--- src/rtl/dmem_boot_arbiter.sv ---
// Boot sequencer and data-memory port arbiter: LOAD -> RUN -> HALT. Grants are combinational, so an access is acked in the cycle it is granted.
// A losing requester waits; `DMEM_STARVE_GUARD_EN adds a starvation guard that gives ext one forced RUN cycle.
module dmem_boot_arbiter #(
  parameter int                ADDR_W       = 32,
  parameter logic [ADDR_W-1:0] HALT_ADDR    = ADDR_W'(32'h02000004),
  parameter logic [31:0]       HALT_VALUE   = 32'd5,
  parameter int                MAX_CYCLES   = 10000,
  parameter int                CNT_W        = 32,
  parameter int                STARVE_LIMIT = 8
) (
  input  logic              clk,
  input  logic              reset,
  input  logic              ext_req,
  input  logic              ext_we,
  input  logic [ADDR_W-1:0] ext_addr,
  input  logic [31:0]       ext_wdata,
  output logic              ext_ack,
  output logic [31:0]       ext_rdata,
  input  logic              ext_load_done,
  input  logic              cpu_mem_en,
  input  logic              cpu_we,
  input  logic [ADDR_W-1:0] cpu_addr,
  input  logic [31:0]       cpu_wdata,
  output logic [31:0]       cpu_rdata,
  output logic              cpu_run,
  output logic              mem_we,
  output logic [ADDR_W-1:0] mem_addr,
  output logic [31:0]       mem_wdata,
  input  logic [31:0]       mem_rdata,
  output logic              halted,
  output logic [1:0]        halt_code,
  output logic [CNT_W-1:0]  cycle_count
);

  typedef enum logic [1:0] {LOAD, RUN, HALT} stateT;

  stateT state;
  logic  forceExt;
  logic  cpuGrant;
  logic  extGrant;
  logic  haltHit;
  logic  timeoutHit;

  assign cpu_run = (state == RUN) && !forceExt;

  // Grants are qualified by reset so an access caught by reset is never acked.
  assign cpuGrant = reset && cpu_run && cpu_mem_en;
  assign extGrant = reset && ext_req && !cpuGrant;

  assign ext_ack   = extGrant;
  assign mem_we    = cpuGrant ? cpu_we    : (extGrant && ext_we);
  assign mem_addr  = cpuGrant ? cpu_addr  : ext_addr;
  assign mem_wdata = cpuGrant ? cpu_wdata : ext_wdata;
  assign ext_rdata = mem_rdata;
  assign cpu_rdata = mem_rdata;

  assign haltHit    = cpuGrant && cpu_we && (cpu_addr == HALT_ADDR) && (cpu_wdata == HALT_VALUE);
  assign timeoutHit = (cycle_count == CNT_W'(MAX_CYCLES - 1));

  always_ff @(posedge clk or negedge reset) begin
    if (!reset) begin
      state       <= LOAD;
      halted      <= 1'b0;
      halt_code   <= 2'd0;
      cycle_count <= '0;
    end else begin
      case (state)
        LOAD: if (ext_load_done) state <= RUN;
        RUN: begin
          if (!(&cycle_count)) cycle_count <= cycle_count + 1'b1;
          if (haltHit) begin
            state     <= HALT;
            halted    <= 1'b1;
            halt_code <= 2'd1;
          end else if (timeoutHit) begin
            state     <= HALT;
            halted    <= 1'b1;
            halt_code <= 2'd2;
          end
        end
        default: state <= state;
      endcase
    end
  end

`ifdef DMEM_STARVE_GUARD_EN
  localparam int SW = $clog2(STARVE_LIMIT + 1);

  logic [SW-1:0] starveCnt;

  // The forced cycle always ends the streak, whether or not ext still wants the port.
  always_ff @(posedge clk or negedge reset) begin
    if (!reset) begin
      starveCnt <= '0;
      forceExt  <= 1'b0;
    end else if (state != RUN || ext_ack || forceExt) begin
      starveCnt <= '0;
      forceExt  <= 1'b0;
    end else if (ext_req) begin
      starveCnt <= starveCnt + 1'b1;
      if (starveCnt == SW'(STARVE_LIMIT - 1)) forceExt <= 1'b1;
    end
  end
`else
  // Guard absent: a non-negative limit makes this constant 0, so the core is never forced off.
  assign forceExt = (STARVE_LIMIT < 0);
`endif

endmodule
--- config.mk ---
export PLATFORM = sky130hd
export DESIGN_NAME = dmem_boot_arbiter
export DESIGN_NICKNAME = d
export VERILOG_FILES = /design/src/rtl/dmem_boot_arbiter.sv
export SDC_FILE = /design/constraint.sdc
export NUM_CORES = 1
export LEC_CHECK = 0
export CAP_MARGIN = 40
export CORE_AREA = 4 4 125 127
export CTS_CLUSTER_SIZE = 16
export DETAILED_ROUTE_END_ITERATION = 6
export DIE_AREA = 0 0 129 131
export PLACE_DENSITY_LB_ADDON = 0.1
export SLEW_MARGIN = 0
export SYNTH_ARGS = -nofsm -noshare
export SYNTH_HDL_FRONTEND = slang
export SYNTH_SLANG_ARGS = --single-unit
--- constraint.sdc ---
create_clock -name clk -period 3.6 [get_ports clk]
set_input_delay 0.72 -clock clk [delete_from_list [all_inputs] [get_ports clk]]
set_output_delay 0.72 -clock clk [all_outputs]
set_load 0.03 [all_outputs]
**Word level (Yosys, flattened, before mapping)**

Cells that the tools add are included.

- $add $sub $neg: 1
- Equality and inequality tests: 6
- Multiplexer cells: 10
- Bitwise operators: 1
- Reductions and logical operators: 16

Operator list:

| cell | count |
|---|---|
| $mux W32 | 2 |
| $add A32 B1 Y32 const B | 1 |
| $eq A32 B14 Y1 const B | 1 |
| $eq A32 B26 Y1 const B | 1 |
| $eq A32 B3 Y1 const B | 1 |
| $reduce_and A32 Y1 | 1 |
| $logic_and A1 B1 Y1 | 8 |
| $mux W2 | 4 |
| $pmux W2 S2 | 1 |
| $reduce_and A2 Y1 | 2 |
| $reduce_bool A2 Y1 | 2 |
| $mux W1 | 3 |
| $ne A3 B1 Y1 const B | 1 |
| $reduce_and A3 Y1 | 1 |
| $eq A2 B1 Y1 const B | 1 |
| $logic_not A2 Y1 | 1 |
| $ne A2 B2 Y1 const B | 1 |
| $logic_not A1 Y1 | 1 |
| $not A1 Y1 | 1 |

- Flip-flop bits (word level): 37
- Bits of input ports: 167
- Logic and storage cells: 38

**Longest topological paths before layout**

- Word-level depth: 8
- Gate-level depth with buffers: 8

**Least setup slack after synthesis**

OpenSTA, ideal clock, no wires.

- Path type: input port to output port
- Start: in cpu_mem_en
- End: out mem_addr[12]
- Arrival time: 1794 ps
- Data required time: 2880 ps
- Slack: 1086 ps
- Cell stages on the path: 4
- Buffers on the path: 2
- Path through: nand3_1 > clkbuf_1 > buf_2 > mux2_1

- Word-level cells in the longest chain between the ends: 2

RTL lines:

| element | line | source |
|---|---|---|
| from (decl) | 20 | `input logic cpu_mem_en,` |
| $logic_and A1 B1 Y1 | 47 | `assign cpuGrant = reset && cpu_run && cpu_mem_en;` |
| $mux W32 | 52 | `assign mem_addr = cpuGrant ? cpu_addr : ext_addr;` |
| to (decl) | 27 | `output logic [ADDR_W-1:0] mem_addr,` |

No other way between the ends.

**Worst setup path after layout**

- Start: in cpu_mem_en
- End: out mem_addr[3]

Same word-level chain as after synthesis.

==> metrics <==
CTS root buf=clkbuf_16; Layout Utilization=just under 40%; synthesized netlist cell count=338; H-tree depth=2; CTS buffer count=5; RSZ-0062 raised after global routing=false; Min-Delay Endpoint=halt_code[0]; clock share of power=about a third; most frequent CP cell=clkdlybuf4s50_1; post_cts resized=0; dpl hpwl=13.6 mm; # setup viols final=0; PD cells=218 mW/mm^2; wire per inst=~23 um; hold buffer count at CTS=0; R2R cell count=8; slowest CP cell=clkdlybuf4s50_1; Post-Route Setup TNS=0 ps; fin crit share=91.9%; worst slack at placement=just under 300 ps; first-pass GRT wire length=around 22 mm; die area=0.0169 sq mm; total number of vias=between 3000 and 4000; sequential share of power=34.4%; CTS max path bufs=2; Mapped Nets=506; primary flip-flop cell chosen by synthesis mapping=dfrtp_1; Synth cell types=41; Cell Area, Synth=0.00333 sq mm; Clock Latency Late Sink=280 ps; Synth top area share=27.8%; CTS clk-pin slew, worst paths=60 ps; Hold Crit Class=register to register; footprint of the multi-input gates=0.00186 sq mm; flip-flop and latch area=926 sq um; Worst Max-Slew Pin Slew=~590 ps; worst hold start=halt_code[0]; Sw Pwr=331 uW; FF+latch count, synth=37; vias in the first global route=around 3500; Internal Power=880 uW; fmax=302 MHz; slew margin rel.=60.4%; GP Congestion=0.826; initial antenna violation count=1; Fin. Hold Viols=0; Core Region=~0.014 sq mm; drt pass-1 iters=4; Final nets=between 600 and 700; Die X=129 um; Worst VDD drop=137 uV; Layout area overhead=66.4%; Ports=333; combinational cell fraction of total power=30.9%; worst reg2reg path endpoint=state[0]; Congestion Overflow GR=0; max incr delay on CP=630 ps; DRC Markers=0; Post-DRT Antenna Nets=0; fin crit period=between 3000 and 4000 ps; Sw Share=27.3%; CTS tree=yes; Commonest cells post-synth=buf_4 (64), dfrtp_1 (37), mux2_1 (36); status=complete, no violations; share of cells above drive strength 1=17.9%; Max FO, Critical Path=30; synthesized area per cell=around 9.9 sq um; startpoint types=primary input; Max-cap violations=0; Async S/R FF share, synth=100%; post-synthesis sequential area ratio=between 20% and 30%; WP data required=2880 ps; PortBufs=between 200 and 250; final worst setup slack=291 ps; Fillers=1490; P_leak=approximately 0.0022 uW; synthesis warning total=0; Worst Path Arrival=2590 ps; Slew Limit Fails=0; Synth area leader=dfrtp_1; largest cells by area after synthesis=dfrtp_1 (28%), buf_4 (14%), mux2_1 (12%); CTS sink cnt=37; top-count cell post-synth=buf_4; final wirelength=around 16 mm; row count=44; Setup CP Type=primary input to primary output; reg2reg setup slack=around 1300 ps; clk_skew=5.56 ps; number of cells on the worst hold path=2; vias per cell=4.64; Crit Reg-Reg Startpoint=state[1]; Total GRT Usage=about 18%; initial core utilization=23.1%; number of synthesized flops with an enable pin=0; detailed router's first-iteration violation count=96; Critical Path Sink Type=primary output; Post-CTS Repair Setup Buffers=0; worst-path cell chain=clkdlybuf4s50_1 -> nand3_4 -> buf_12 -> mux2_2 -> clkdlybuf4s50_1; Die H=131 um; largest net degree at the start of global routing=40
-- area by class of cell --
type                       count  area share [%]
antenna                        1          0.0451
clock inverter                 2           0.181
tap                          184            4.15
multi-input combinational    222            33.5
timing repair buffer         243            42.8
inverter                       4           0.271
sequential                    37            16.7
clock buffer                   6            2.32
-- through the flow --
stage / instance area [sq um] / cells / hold WS [ps] / total power [uW]
floorplan: 3330 / 338 / 424 / 675
global placement: 5400 / 690 / 467 / 800
detailed placement: 5400 / 690 / 472 / 800
CTS: 5540 / 698 / 486 / 1230
global route: 5550 / 699 / 528 / 1260
finish: 5550 / 699 / 480 / 1210
-- power by group through the flow --
stage	clock network (uW)	logic [uW]	registers, uW
after floorplan	0	252	424
after global placement	0	376	423
after detailed placement	0	377	423
after CTS	435	379	416
after global routing	451	391	416
final	420	374	416
-- worst max-delay path, delay by kind of cell --
| family | cells | cell delay, ps |
|---|---|---|
| buffers and inverters | 3 | 1330 |
| muxes | 1 | 370 |
| and+or+nand+nor | 1 | 150 |
-- cell families (layout without fill, tap and decap cells) --
family	after synthesis	in the layout	share of synthesized area, %
and+or+nand+nor	121	121	23.9
AOI/OAI and AO/OA	5	5	1.05
xor gates and xnor gates	29	29	7.62
muxes	66	66	22.4
adders and majority gates	1	1	0.375
buffers and inverters	79	255	16.8
DFF	37	37	27.8
other	0	1	0
-- routing by layer --
metal	wire (um)	vias up	GRT usage [%]
met5	0	-	0
met4	260	0	3.95
met3	1330	16	6.26
met2	7590	177	29.8
met1	6620	1530	22.4
li1	-	1520	-
-- registers in the layout, indices dropped and copies added (netlist names) --
signal       flops
cycle_count     32
halt_code        2
halted           1
state            2
-- worst max path at each step --
stage / startpoint / end / slack [ps] / cells past startpoint
floorplan: cpu_mem_en / mem_addr[12] / 1090 / 4
global placement: cpu_mem_en / mem_wdata[15] / 340 / 5
detailed placement: cpu_mem_en / mem_wdata[15] / 290 / 5
CTS: cpu_mem_en / mem_wdata[15] / 290 / 5
global route: cpu_mem_en / mem_wdata[15] / 270 / 5
finish: cpu_mem_en / mem_addr[3] / 290 / 5
-- cell usage in the layout, fill, tap and decap left out, types with 2 or more instances in the layout --
| master | n |
|---|---|
| and3_1 | 6 |
| and4_1 | 6 |
| and2_1 | 4 |
| nor4_2 | 6 |
| nand3_1 | 7 |
| inv_1 | 3 |
| nand3b_1 | 2 |
| dfrtp_1 | 37 |
| buf_4 | 29 |
| clkbuf_16 | 5 |
| buf_12 | 2 |
| xor2_1 | 19 |
| nor3_2 | 9 |
| clkinv_2 | 2 |
| mux2_2 | 29 |
| nand2_1 | 20 |
| nand4_1 | 16 |
| nand3_2 | 2 |
| xnor2_1 | 10 |
| clkdlybuf4s50_1 | 211 |
| nor2_1 | 9 |
| mux2_1 | 36 |
| nor4b_1 | 3 |
| nor4_1 | 17 |
| nor3_1 | 4 |
Power figures use the tool's default switching activity.
